## src/rtl/operand_sm_converter_if.sv

```systemverilog
// Operand bus between the switch/button front end and the operand converter.
// Handshake: the converter asserts out_valid with a stable operand pair; the
// pair is consumed at the first rising clk edge where out_valid & out_ready
// are both 1. out_valid never drops before that edge, and the outputs do not
// change while out_valid is high.
interface operand_sm_converter_if #(
  parameter int DW = 8
);
  logic [DW-1:0] data_in;
  logic          load;
  logic          out_ready;
  logic [DW-1:0] multiplicand_mag;
  logic [DW-1:0] multiplier_mag;
  logic          multiplicand_msb;
  logic          multiplier_msb;
  logic          sign;
  logic          out_valid;
  logic          busy;
  logic [1:0]    stage;

  // Front end / bench side: drives operands and the ready strobe.
  modport master (
    output data_in, load, out_ready,
    input  multiplicand_mag, multiplier_mag, multiplicand_msb, multiplier_msb,
    input  sign, out_valid, busy, stage
  );

  // Converter side.
  modport slave (
    input  data_in, load, out_ready,
    output multiplicand_mag, multiplier_mag, multiplicand_msb, multiplier_msb,
    output sign, out_valid, busy, stage
  );
endinterface

```

## src/rtl/operand_sm_converter.sv

```systemverilog
// Captures a multiplicand and then a multiplier from a shared two's-complement
// bus, converts both to sign-magnitude in a single CONVERT cycle, and presents
// magnitudes, raw sign bits and the product sign on a valid/ready handshake.
// DW must match the DW of the connected interface instance.
module operand_sm_converter #(
  parameter int DW = 8
) (
  input  logic                   clk,
  input  logic                   rst,
  operand_sm_converter_if.slave  bus
);

  localparam logic [1:0] IDLE      = 2'd0;
  localparam logic [1:0] WAIT_MPLR = 2'd1;
  localparam logic [1:0] CONVERT   = 2'd2;
  localparam logic [1:0] VALID     = 2'd3;

  localparam logic [DW-1:0] ONE  = {{(DW-1){1'b0}}, 1'b1};
  localparam logic [DW-1:0] ZERO = '0;

  logic [1:0]    state;
  logic [DW-1:0] mcand;
  logic [DW-1:0] mplr;
  logic [DW-1:0] mcand_abs;
  logic [DW-1:0] mplr_abs;
  logic          prod_sign;

  logic [DW-1:0] mcand_mag_q;
  logic [DW-1:0] mplr_mag_q;
  logic          mcand_msb_q;
  logic          mplr_msb_q;
  logic          sign_q;

  // Two's-complement to magnitude; -2^(DW-1) maps to 2^(DW-1) as an unsigned value.
  always_comb begin
    mcand_abs = mcand[DW-1] ? (~mcand + ONE) : mcand;
    mplr_abs  = mplr[DW-1]  ? (~mplr + ONE)  : mplr;
    // A zero operand always gives a zero product, which must not be negative.
    prod_sign = (mcand[DW-1] ^ mplr[DW-1]) & (mcand != ZERO) & (mplr != ZERO);
  end

  // Operand capture, conversion and handshake sequencing.
  always_ff @(posedge clk) begin
    if (rst) begin
      state       <= IDLE;
      mcand       <= '0;
      mplr        <= '0;
      mcand_mag_q <= '0;
      mplr_mag_q  <= '0;
      mcand_msb_q <= 1'b0;
      mplr_msb_q  <= 1'b0;
      sign_q      <= 1'b0;
    end else begin
      case (state)
        IDLE: begin
          if (bus.load) begin
            mcand <= bus.data_in;
            state <= WAIT_MPLR;
          end
        end
        WAIT_MPLR: begin
          if (bus.load) begin
            mplr  <= bus.data_in;
            state <= CONVERT;
          end
        end
        CONVERT: begin
          mcand_mag_q <= mcand_abs;
          mplr_mag_q  <= mplr_abs;
          mcand_msb_q <= mcand[DW-1];
          mplr_msb_q  <= mplr[DW-1];
          sign_q      <= prod_sign;
          state       <= VALID;
        end
        default: begin
          // VALID: loads are ignored, including one on the handshake edge.
          if (bus.out_ready) state <= IDLE;
        end
      endcase
    end
  end

  // Every output is a register or a decode of the state register.
  always_comb begin
    bus.multiplicand_mag = mcand_mag_q;
    bus.multiplier_mag   = mplr_mag_q;
    bus.multiplicand_msb = mcand_msb_q;
    bus.multiplier_msb   = mplr_msb_q;
    bus.sign             = sign_q;
    bus.out_valid        = (state == VALID);
    bus.busy             = state[1];
    bus.stage            = state;
  end

endmodule

```

## src/flat_wrapper.sv

```systemverilog
// flat-port wrapper written by rule: the top's interface ports become plain ports
module operand_sm_converter_flat 
#(
  parameter int DW = 8
)
  (clk, rst, bus_data_in, bus_load, bus_out_ready, bus_multiplicand_mag, bus_multiplier_mag, bus_multiplicand_msb, bus_multiplier_msb, bus_sign, bus_out_valid, bus_busy, bus_stage);
  operand_sm_converter_if #(.DW(DW)) bus_i ();
  input  logic clk;
  input  logic rst;
  input wire logic [$bits(bus_i.data_in)-1:0] bus_data_in;
  input wire logic [$bits(bus_i.load)-1:0] bus_load;
  input wire logic [$bits(bus_i.out_ready)-1:0] bus_out_ready;
  output wire logic [$bits(bus_i.multiplicand_mag)-1:0] bus_multiplicand_mag;
  output wire logic [$bits(bus_i.multiplier_mag)-1:0] bus_multiplier_mag;
  output wire logic [$bits(bus_i.multiplicand_msb)-1:0] bus_multiplicand_msb;
  output wire logic [$bits(bus_i.multiplier_msb)-1:0] bus_multiplier_msb;
  output wire logic [$bits(bus_i.sign)-1:0] bus_sign;
  output wire logic [$bits(bus_i.out_valid)-1:0] bus_out_valid;
  output wire logic [$bits(bus_i.busy)-1:0] bus_busy;
  output wire logic [$bits(bus_i.stage)-1:0] bus_stage;
  assign bus_i.data_in = bus_data_in;
  assign bus_i.load = bus_load;
  assign bus_i.out_ready = bus_out_ready;
  assign bus_multiplicand_mag = bus_i.multiplicand_mag;
  assign bus_multiplier_mag = bus_i.multiplier_mag;
  assign bus_multiplicand_msb = bus_i.multiplicand_msb;
  assign bus_multiplier_msb = bus_i.multiplier_msb;
  assign bus_sign = bus_i.sign;
  assign bus_out_valid = bus_i.out_valid;
  assign bus_busy = bus_i.busy;
  assign bus_stage = bus_i.stage;
  operand_sm_converter #(.DW(DW)) u_core (.clk(clk), .rst(rst), .bus(bus_i));
endmodule
```

## config.mk

```make
export PLATFORM = sky130hd
export DESIGN_NAME = operand_sm_converter_flat
export DESIGN_NICKNAME = d
export VERILOG_FILES = /design/src/rtl/operand_sm_converter_if.sv /design/src/rtl/operand_sm_converter.sv /design/src/flat_wrapper.sv
export SDC_FILE = /design/constraint.sdc
export NUM_CORES = 1
export LEC_CHECK = 0
export CAP_MARGIN = 10
export CORE_MARGIN = 8
export CORE_UTILIZATION = 25
export DETAILED_ROUTE_END_ITERATION = 7
export GPL_ROUTABILITY_DRIVEN = 0
export HOLD_SLACK_MARGIN = 0.06
export RECOVER_POWER = 100
export SYNTH_ARGS = -nofsm -noshare
export SYNTH_HDL_FRONTEND = slang
export SYNTH_SLANG_ARGS = --single-unit
```

## constraint.sdc

```tcl
create_clock -name clk -period 2.45 [get_ports clk]
set_clock_uncertainty 0.1 [all_clocks]
set_input_delay 0.6125 -clock clk [delete_from_list [all_inputs] [get_ports clk]]
set_output_delay 0.6125 -clock clk [all_outputs]
set_load 0.02 [all_outputs]
```

# --- Word-level counts from Yosys, hierarchy flattened ---
# Cells that the tools add are included.
word_totals:
  in_bits: 12
  out_inout_bits: 23
  reg_bits: 37
  wordCells: 33
op_classes:
  n_mux: 6
  bitwise_logic: 5
  eq_ne: 5
  reduce_logical: 7
  add_sub_neg: 2
op_table:
  columns: ["op", "n"]
  rows:
  - ["$add 8x1->8 const B", 2]
  - ["$mux 8", 2]
  - ["$not 8->8", 2]
  - ["$reduce_bool 8->1", 2]
  - ["$mux 2", 3]
  - ["$pmux 2 s3", 1]
  - ["$eq 2x2->1 const B", 2]
  - ["$ne 2x2->1 const B", 2]
  - ["$reduce_and 2->1", 2]
  - ["$reduce_bool 4->1", 1]
  - ["$reduce_and 3->1", 1]
  - ["$and 1x1->1", 2]
  - ["$eq 2x1->1 const B", 1]
  - ["$logic_not 2->1", 1]
  - ["$xor 1x1->1", 1]

# --- Longest topological paths before layout ---
# Gate-level depths: netlist (run 1).
logic_depth:
  word_depth: 3
  depth_mapped: 7
  ltp_nobuf: 5

# --- Least setup slack after synthesis (run 1) ---
# OpenSTA, ideal clock, no wires.
synth_timing:
  kind: "register to register"
  startpoint: "register u_core.state[1], in the netlist u_core.bus.stage[1]"
  endpoint: "register u_core.mplr_mag_q[6], in the netlist u_core.bus.multiplier_mag[6]"
  slack_ns: 0.704
  setup_time_ns: 0.127
  n_path_buf: 2
  path_stages_with_launch: 7
  t_required_ns: 2.223
  synth_period_minus_slack_ns: 1.746
  arrival_ns: 1.519
  cell_sequence: "dfxtp_1 -> ha_1 -> clkbuf_1 -> clkbuf_1 -> nor3b_1 -> a31oi_1 -> nand3_1"
synth_between:
  elab_chain_len: 1
synth_rtl:
  columns: ["element", "line", "source"]
  rows:
  - ["start: declaration", "operand_sm_converter.sv:21", "logic [1:0] state;"]
  - ["start signal: assignment", "operand_sm_converter.sv:45", "state <= IDLE;"]
  - ["start signal: assignment", "operand_sm_converter.sv:58", "state <= WAIT_MPLR;"]
  - ["start signal: assignment", "operand_sm_converter.sv:64", "state <= CONVERT;"]
  - ["$eq 2x2->1", "operand_sm_converter.sv:54", "case (state)"]
  - ["end signal: assignment", "operand_sm_converter.sv:69", "mplr_mag_q <= mplr_abs;"]
  - ["end: declaration", "operand_sm_converter.sv:29", "logic [DW-1:0] mplr_mag_q;"]
# No other way between the ends.
# A chain may end at the register's enable or synchronous reset.

# --- Final worst setup path (run 1) ---
layout_timing:
  startpoint: "register u_core.state[0], in the netlist u_core.bus.stage[0]"
  endpoint: "output port bus_out_valid"
layout_between:
  elab_chain_len: 1
layout_rtl:
  columns: ["element", "line", "source"]
  rows:
  - ["$eq 2x2->1", "operand_sm_converter.sv:90", "bus.out_valid = (state == VALID);"]
  - ["end: declaration", "flat_wrapper.sv:18", "output wire logic [$bits(bus_i.out_valid)-1:0] bus_out_valid;"]
# No other way between the ends.

==> flow_summary.yaml, run 1 <==
run_status:
  outcome: "finished clean"
placed_design:
  numPortBuffers: 34
  place_inst: 335
  dpl.hpwl_um: 3228
run:
  max-cap-violations: 0
logic_synthesis:
  synth_nets: 233
  ys_warn_count: 0
  synth_area_leaders: "dfxtp_1 (42%), a21oi_1 (6.2%), nand3_1 (5.4%)"
  yosysTopAreaCellShare_pct: 41.90
  synth_seq_cells: 37
  synth.yosys.seq_area_share_pct: 41.90
  syn_avg_cell_area_um2: 8.223
  synth_cell_types: 38
  synth_top_cell_by_area: "dfxtp_1"
  syn_area_um2: 1768
  synth_cells: 215
layout:
  final_util_pct: 33.64
  layout-drive-gt1-share_pct: 5.263
  final_cells: 343
  layout.nets: 264
  synthToLayoutAreaGrowth_pct: 30.01
  seq_area_um2: 740.7
  num_antenna_cells: 0
  multiInputGateArea_um2: 928.4
  nFillCells: 753
cts:
  clock-root-buffer: "clkbuf_8"
  cts_tree: "yes"
  hold_buffers: 0
  cts_resized: 0
  clock-sinks: 37
  cts_inserted_buffers: 5
  clk_pin_slew_ps: 70
  clk_latency_ps: 290
  cts_max_level: 2
  post_cts.repair.setup_buffers: 0
  clk_path_buf_depth: 2
worst_setup_path:
  r2r_end: "u_core.bus.stage[0]"
  cp-startpoint: "u_core.bus.stage[0]"
  cp-end-kind: "output pin"
  cp.arrival_ps: 1540
  startpoint_type: "flip-flop"
  ff2ff_path_depth: 5
  crit_fanout: 5
  reg2reg_slack_ps: 330
  cp.required_ps: 1740
  rr_startpoint: "u_core.bus.stage[0]"
  worstSetupPathType: "flip-flop to output pin"
routing:
  drc: 0
  wl_um: 4276
  vias_per_cell: 4.615
  first_pass_iters: 4
  ant_nets: 0
  initialDrtViolationCount: 70
  wl_per_cell_um: 12.47
  vias: 1583
timing:
  period_share_pct: 92.12
  worst_pin_slew_ps: 681.0
  setup_tns_ps: 0
  layout_min_cycle_time_ps: 2257
  setup_viol_count_final: 0
  fmax_mhz: 443.1
  hold_ws_ps: 367.0
  drv_slew: 0
  rsz0062_at_grt: "false"
  slew-limit-headroom_pct: 54.60
  hold_violations: 0
floorplanning:
  num_io_pins: 35
  coreArea_um2: 6832
  die_h_um: 100.1
  die_w_um: 100.1
  initial_core_util_pct: 25.88
  fp.dieArea_um2: 10020
  rows: 30
worst_hold_path:
  holdPathStages: 2
  min_from: "u_core.bus.multiplier_mag[7]"
  min_to: "u_core.bus.multiplier_mag[7]"
  hp-class: "flip-flop to flip-flop"
grt:
  grt_overflow_total: 0
  antenna_found_initial: 0
  grt_usage_pct: 8.906
  grt_max_degree: 23
  grt_pass1_wl_um: 7079
  grt_pass1_vias: 1549
power:
  power_density_nw_per_um2: 976.7
  vdd_drop_max_uv: 494.8
  p_leak_uw: 0.0008377
## metal layers
metal / vias to the layer above / GRT usage [%] / part of all wire, %
li1: 825 / - / -
met1: 718 / 9.809 / 48
met2: 31 / 13.96 / 43
met3: 9 / 4.429 / 6.9
met4: 0 / 4.302 / 2.1
met5: - / 0 / 0
## per-stage QoR
| stage | worst slack (ps) | instance area [um2] | total power, uW |
|---|---|---|---|
| final | 193.2 | 2298 | 2245 |
| after detailed placement | 370.8 | 2208 | 1854 |
| after floorplan | 703.6 | 1768 | 1504 |
| after CTS | 209.6 | 2310 | 2331 |
| after global routing | 86.74 | 2298 | 2422 |
| after global placement | 382.3 | 2208 | 1849 |
## cell type report
cell class / count / area share [%]
multi-input cells: 153 / 40.39
flip-flops and latches: 37 / 32.23
repair buffers: 40 / 16.28
well taps: 96 / 5.226
clock buffers: 7 / 4.192
inverters: 9 / 1.470
clock inverters: 1 / 0.2177
## cells by family after synthesis
logic type	after synthesis	synth area share (%)
and+or+nand+nor	91	26.75
adders and majority gates	6	4.246
xor gates and xnor gates	2	0.9910
buffers and inverters	25	5.591
muxes	5	2.831
AOI/OAI and AO/OA	49	17.69
DFF	37	41.90
## flip-flops by register name, indices dropped and copies added (netlist names)
signal,cells
u_core.bus.multiplicand_mag,8
u_core.bus.multiplicand_msb,1
u_core.bus.multiplier_mag,8
u_core.bus.multiplier_msb,1
u_core.bus.sign,1
u_core.bus.stage,2
u_core.mcand,8
u_core.mplr,8
## cell usage after synthesis, drive strengths merged
cell and instances:
a2111o 1, a2111oi 1, a211oi 4, a21o 1, a21oi 22, a311oi 6, a31oi 3, and2 2
buf 4, clkbuf 12, dfxtp 37, ha 6, inv 9, mux2i 5, nand2 22, nand2b 4
nand3 19, nand3b 1, nand4 3, nand4b 1, nor2 18, nor2b 1, nor3 2, nor3b 7
nor4bb 1, o2111ai 1, o21ai 5, o21bai 1, o311ai 2, o31ai 2, or2 1, or3 5
or4 2, or4b 2, xor2 2
## how the worst max path moves through the flow
| stage | to | slack (ps) | cells after the start |
|---|---|---|---|
| floorplan | u_core.bus.multiplier_mag[6] | 700 | 6 |
| global placement | u_core.bus.multiplier_mag[6] | 380 | 5 |
| detailed placement | u_core.bus.multiplier_mag[6] | 370 | 5 |
| CTS | bus_out_valid | 210 | 2 |
| global route | u_core.bus.stage[0] | 90 | 5 |
| finish | bus_out_valid | 190 | 2 |
## cell usage in the layout (no fill, tap or decap), types with 2 or more instances in the layout
cell type / n
dfxtp_1: 37
dlygate4sd3_1: 24
nand2_1: 22
a21oi_1: 22
nand3_1: 19
nor2_1: 18
clkdlybuf4s50_1: 10
inv_1: 9
nor3b_1: 7
clkbuf_8: 7
a311oi_1: 6
ha_1: 6
or3_1: 5
mux2i_1: 5
o21ai_0: 5
nand2b_1: 4
a211oi_1: 4
nand4_1: 3
a31oi_1: 3
clkbuf_1: 3
buf_4: 3
nor3_1: 2
o311ai_0: 2
or4_1: 2
and2_1: 2
o31ai_1: 2
xor2_1: 2
## where the power goes
part	total (uW)	internal, uW	switching, uW
clock	466	254	212
sequential	852	731	121
combinational	927	383	545
total	2240	1370	877
## critical path: stages, from the launching register on
cell and delay (ps):
dfxtp_1 410, ha_1 170, dlygate4sd3_1 670
No activity file was read; power rests on OpenSTA's default activity.
==> inputs of run 2 (changes only) <==
--- a/config.mk
+++ b/config.mk
@@ -12,6 +12,8 @@
 export GPL_ROUTABILITY_DRIVEN = 0
 export HOLD_SLACK_MARGIN = 0.06
 export RECOVER_POWER = 100
+export REMOVE_ABC_BUFFERS = 1
+export SLEW_MARGIN = 15
 export SYNTH_ARGS = -nofsm -noshare
 export SYNTH_HDL_FRONTEND = slang
 export SYNTH_SLANG_ARGS = --single-unit
==> constraint.sdc (replaced) <==
create_clock -name clk -period 2.6 [get_ports clk]
set_clock_uncertainty 0.1 [all_clocks]
set_input_delay 0.65 -clock clk [delete_from_list [all_inputs] [get_ports clk]]
set_output_delay 0.65 -clock clk [all_outputs]
set_load 0.02 [all_outputs]
==> flow_summary.yaml, run 2 (synthesis gave the netlist of run 1 again) <==
grt:
  grt_pass1_wl_um: 7100
  grt_usage_pct: 8.933
  antenna_found_initial: 0
  grt_pass1_vias: 1520
  grt_overflow_total: 0
  grt_max_degree: 22
worst_hold_path:
  holdPathStages: 2
  hp-class: "flip-flop to flip-flop"
layout:
  layout-drive-gt1-share_pct: 4.490
  layout.nets: 263
  layout_commonest_cell: "dfxtp_1"
  synthToLayoutAreaGrowth_pct: 29.65
  num_antenna_cells: 0
  final_cell_mix: "dfxtp_1 (37), dlygate4sd3_1 (24), nand2_1 (22), a21oi_1 (22), nand3_1 (19)"
  final_cells: 341
placed_design:
  place_inst: 334
  numPortBuffers: 34
  dpl.hpwl_um: 3235
routing:
  wl_um: 4282
  first_pass_iters: 4
  vias: 1613
  initialDrtViolationCount: 73
  drc: 0
  vias_per_cell: 4.730
  wl_per_cell_um: 12.56
  ant_nets: 0
power:
  p_leak_uw: 0.0008342
  comb_power_share_pct: 42.5
  vdd_drop_max_uv: 377.1
  power_density_nw_per_um2: 911.4
  p_seq_share_pct: 38.2
  power.internal_uw: 1271
  p_sw_uw: 818.2
  swShare_pct: 39.16
  power_frac_clock_pct: 19.2
cts:
  clk_latency_ps: 280
  clock-root-buffer: "clkbuf_8"
  cts_tree: "yes"
  cts_max_level: 2
  clock-sinks: 37
  clk_pin_slew_ps: 70
  clk_path_buf_depth: 2
  hold_buffers: 0
  cts_inserted_buffers: 5
  post_cts.repair.setup_buffers: 0
  cts_resized: 0
timing:
  setup_viol_count_final: 0
  fmax_mhz: 439.3
  hold_ws_ps: 366.4
  period_share_pct: 87.54
  drv_slew: 0
  layout_min_cycle_time_ps: 2276
  hold_violations: 0
  setup_tns_ps: 0
  rsz0062_at_grt: "false"
  slew-limit-headroom_pct: 49.09
  worst_pin_slew_ps: 763.6
floorplanning:
  rows: 30
  num_io_pins: 35
  initial_core_util_pct: 25.88
  fp.dieArea_um2: 10020
  coreArea_um2: 6832
  die_h_um: 100.1
  die_w_um: 100.1
worst_setup_path:
  startpoint_type: "flip-flop"
  cp.required_ps: 1850
  ff2ff_path_depth: 5
  crit_fanout: 5
  worstSetupPathType: "flip-flop to output pin"
  cp-end-kind: "output pin"
  cp.arrival_ps: 1530
run_status:
  outcome: "finished clean"
run:
  max-cap-violations: 0
-- run 2: cell types whose count changed in the layout (fill, tap and decap cells not counted), sizes merged --
cell    change
clkbuf      -2
clkinv      -1
buf         +1
-- run 2: area by class of cell --
class	count	area (um2)
tap	96	120.1
fill	737	4539
multi-input combinational	153	924.6
clock buffer	7	86.33
inverter	9	33.78
timing repair buffer	39	386.6
sequential	37	740.7
-- run 2: path summary, 6_finish.rpt --
check	from	endpoint	slack, ps
max	u_core.bus.stage[0]	bus_out_valid	320
min reg2reg	u_core.bus.multiplicand_mag[7]	u_core.bus.multiplicand_mag[7]	370
max reg2reg	u_core.bus.stage[0]	u_core.bus.multiplicand_mag[5]	710
min	u_core.bus.multiplicand_mag[7]	u_core.bus.multiplicand_mag[7]	370
-- run 2: power by group through the flow --
stage          clock network [uW]  logic [uW]  registers, uW
3_3_place_gp                    0         933            814
6_report                      402         889            799
3_5_place_dp                    0         936            820
5_1_grt                       448         989            826
4_1_cts                       417         940            807
2_1_floorplan                   0         479            900
-- run 2: per-layer routing --
metal / track usage (%) / up-vias / share of wire [%]
li1: - / 828 / -
met1: 10.86 / 738 / 50
met2: 13.55 / 40 / 42
met3: 3.183 / 7 / 6.2
met4: 4.535 / 0 / 2.1
met5: 0 / - / 0
-- run 2: critical path, stage by stage (launching register included) --
cell and delay, ps:
dfxtp_1 410, ha_1 160, dlygate4sd3_1 670
-- run 2: per-stage QoR --
step,util (%),setup WS [ps],instance area (um2),total power [uW]
after floorplan,-,415.3,1703,1379
after global placement,32.40,441.2,2213,1747
after detailed placement,32.40,418.5,2213,1756
after CTS,33.66,347.5,2300,2164
after global routing,33.55,206.9,2292,2263
final,33.55,323.9,2292,2089
==> inputs of run 3 (changes only) <==
==> constraint.sdc (replaced) <==
create_clock -name clk -period 2.5 [get_ports clk]
set_clock_uncertainty 0.1 [all_clocks]
set_input_delay 0.625 -clock clk [delete_from_list [all_inputs] [get_ports clk]]
set_output_delay 0.625 -clock clk [all_outputs]
set_load 0.02 [all_outputs]
==> flow_summary.yaml, run 3 (synthesis gave the netlist of run 1 again) <==
run_status:
  outcome: "finished clean"
worst_setup_path:
  cp.required_ps: 1770
  crit_slowest_cell: "dlygate4sd3_1"
  startpoint_type: "flip-flop"
  slowest_delay_ps: 670
  reg2reg_slack_ps: 440
  cp-end-kind: "output pin"
  worstSetupPathType: "flip-flop to output pin"
  cp.arrival_ps: 1530
  crit_fanout: 5
  critPathTopFamily: "buffers and inverters"
  path_buf_inv: 1
  cp_cell_sequence: "ha_1 > dlygate4sd3_1"
timing:
  hold_violations: 0
  worst_pin_slew_ps: 788.6
  fmax_mhz: 443.7
  rsz0062_at_grt: "false"
  slew-limit-headroom_pct: 47.42
  setup_tns_ps: 0
  layout_min_cycle_time_ps: 2254
  drv_slew: 0
  setup_viol_count_final: 0
  period_share_pct: 90.14
  setup_ws_ps: 246.5
routing:
  vias_per_cell: 4.666
  ant_nets: 0
  wl_um: 4283
  drc: 0
  wl_per_cell_um: 12.56
  first_pass_iters: 4
  initialDrtViolationCount: 100
  vias: 1591
grt:
  met2_usage_pct: 13.03
  grt_usage_pct: 9.096
  grt_overflow_total: 0
  antenna_found_initial: 0
  grt-busiest-layer: "met2"
  grt_pass1_wl_um: 7300
  grt_use_met1_pct: 11.69
  grt_pass1_vias: 1532
  grt_max_degree: 46
  use_met3_pct: 3.253
floorplanning:
  num_io_pins: 35
  die_w_um: 100.1
  rows: 30
  fp.dieArea_um2: 10020
  coreArea_um2: 6832
  initial_core_util_pct: 25.88
  die_h_um: 100.1
cts:
  clk_pin_slew_ps: 70
  cts_tree: "yes"
  clock-root-buffer: "clkbuf_8"
  clk_path_buf_depth: 2
  cts_resized: 0
  post_cts.repair.setup_buffers: 0
  cts_max_level: 2
  clk_latency_ps: 280
  cts_inserted_buffers: 5
  hold_buffers: 0
  clock-sinks: 37
placed_design:
  dpl.hpwl_um: 3109
  place_inst: 334
  numPortBuffers: 34
  dp_slack_ps: 399.5
layout:
  seq_area_um2: 740.7
  multiInputGateArea_um2: 928.4
  synthToLayoutAreaGrowth_pct: 29.44
  final_cells: 341
  layout-drive-gt1-share_pct: 4.082
  nFillCells: 752
  layout_commonest_cell: "dfxtp_1"
  num_antenna_cells: 0
  final_cell_mix: "dfxtp_1 (37), dlygate4sd3_1 (24), nand2_1 (22), a21oi_1 (22), nand3_1 (19)"
  layout.nets: 263
power:
  p_total_uw: 2176
  p_sw_uw: 861.8
  p_seq_share_pct: 38.2
  swShare_pct: 39.60
  p_leak_uw: 0.0008266
  vdd_drop_max_uv: 528.5
  comb_power_share_pct: 42.6
  power_density_nw_per_um2: 950.9
  power_frac_clock_pct: 19.2
  power.internal_uw: 1314
run:
  max-cap-violations: 0
worst_hold_path:
  hp-class: "flip-flop to flip-flop"
run 3: worst register-to-register path, delay by kind of cell (launching register included):
| kind | cells | cell delay, ps |
|---|---|---|
| adders and majority gates | 1 | 670 |
| buffers and inverters | 2 | 480 |
| DFF | 1 | 350 |
| AOI/OAI and AO/OA | 1 | 270 |
| and+or+nand+nor | 1 | 90 |
run 3: path summary, 6_finish.rpt:
kind	cells after the start	from	endpoint
worst max-delay path	2	u_core.bus.stage[0]	bus_out_valid
worst min-delay path	2	u_core.bus.multiplier_mag[7]	u_core.bus.multiplier_mag[7]
worst max register to register	5	u_core.bus.stage[0]	u_core.bus.stage[0]
worst min register to register	2	u_core.bus.multiplier_mag[7]	u_core.bus.multiplier_mag[7]
run 3: power by group through the flow:
| stage | registers, uW | clock network, uW | logic (uW) |
|---|---|---|---|
| 2_1_floorplan | 936 | 0 | 498 |
| 3_3_place_gp | 846 | 0 | 975 |
| 3_5_place_dp | 851 | 0 | 984 |
| 4_1_cts | 839 | 438 | 987 |
| 5_1_grt | 855 | 466 | 1040 |
| 6_report | 832 | 417 | 927 |
run 3: layout make-up:
type	instances	share of cell area (%)
inverters	9	1.476
flip-flops and latches	37	32.37
repair buffers	39	16.57
multi-input cells	153	40.57
well taps	96	5.249
clock buffers	7	3.773
run 3: layer usage:
metal / vias to the layer above / part of all wire [%]
met5: - / 0
met4: 0 / 2.0
met3: 6 / 6.3
met2: 36 / 39
met1: 722 / 53
li1: 827 / -
run 3: through the flow:
step	instance area [um2]	utilization, %	hold WS (ps)
after floorplan	1703	-	356.3
after detailed placement	2213	32.40	363.6
after global placement	2213	32.40	359.5
after global routing	2288	33.50	387.4
after CTS	2300	33.66	374.1
final	2288	33.50	366.3
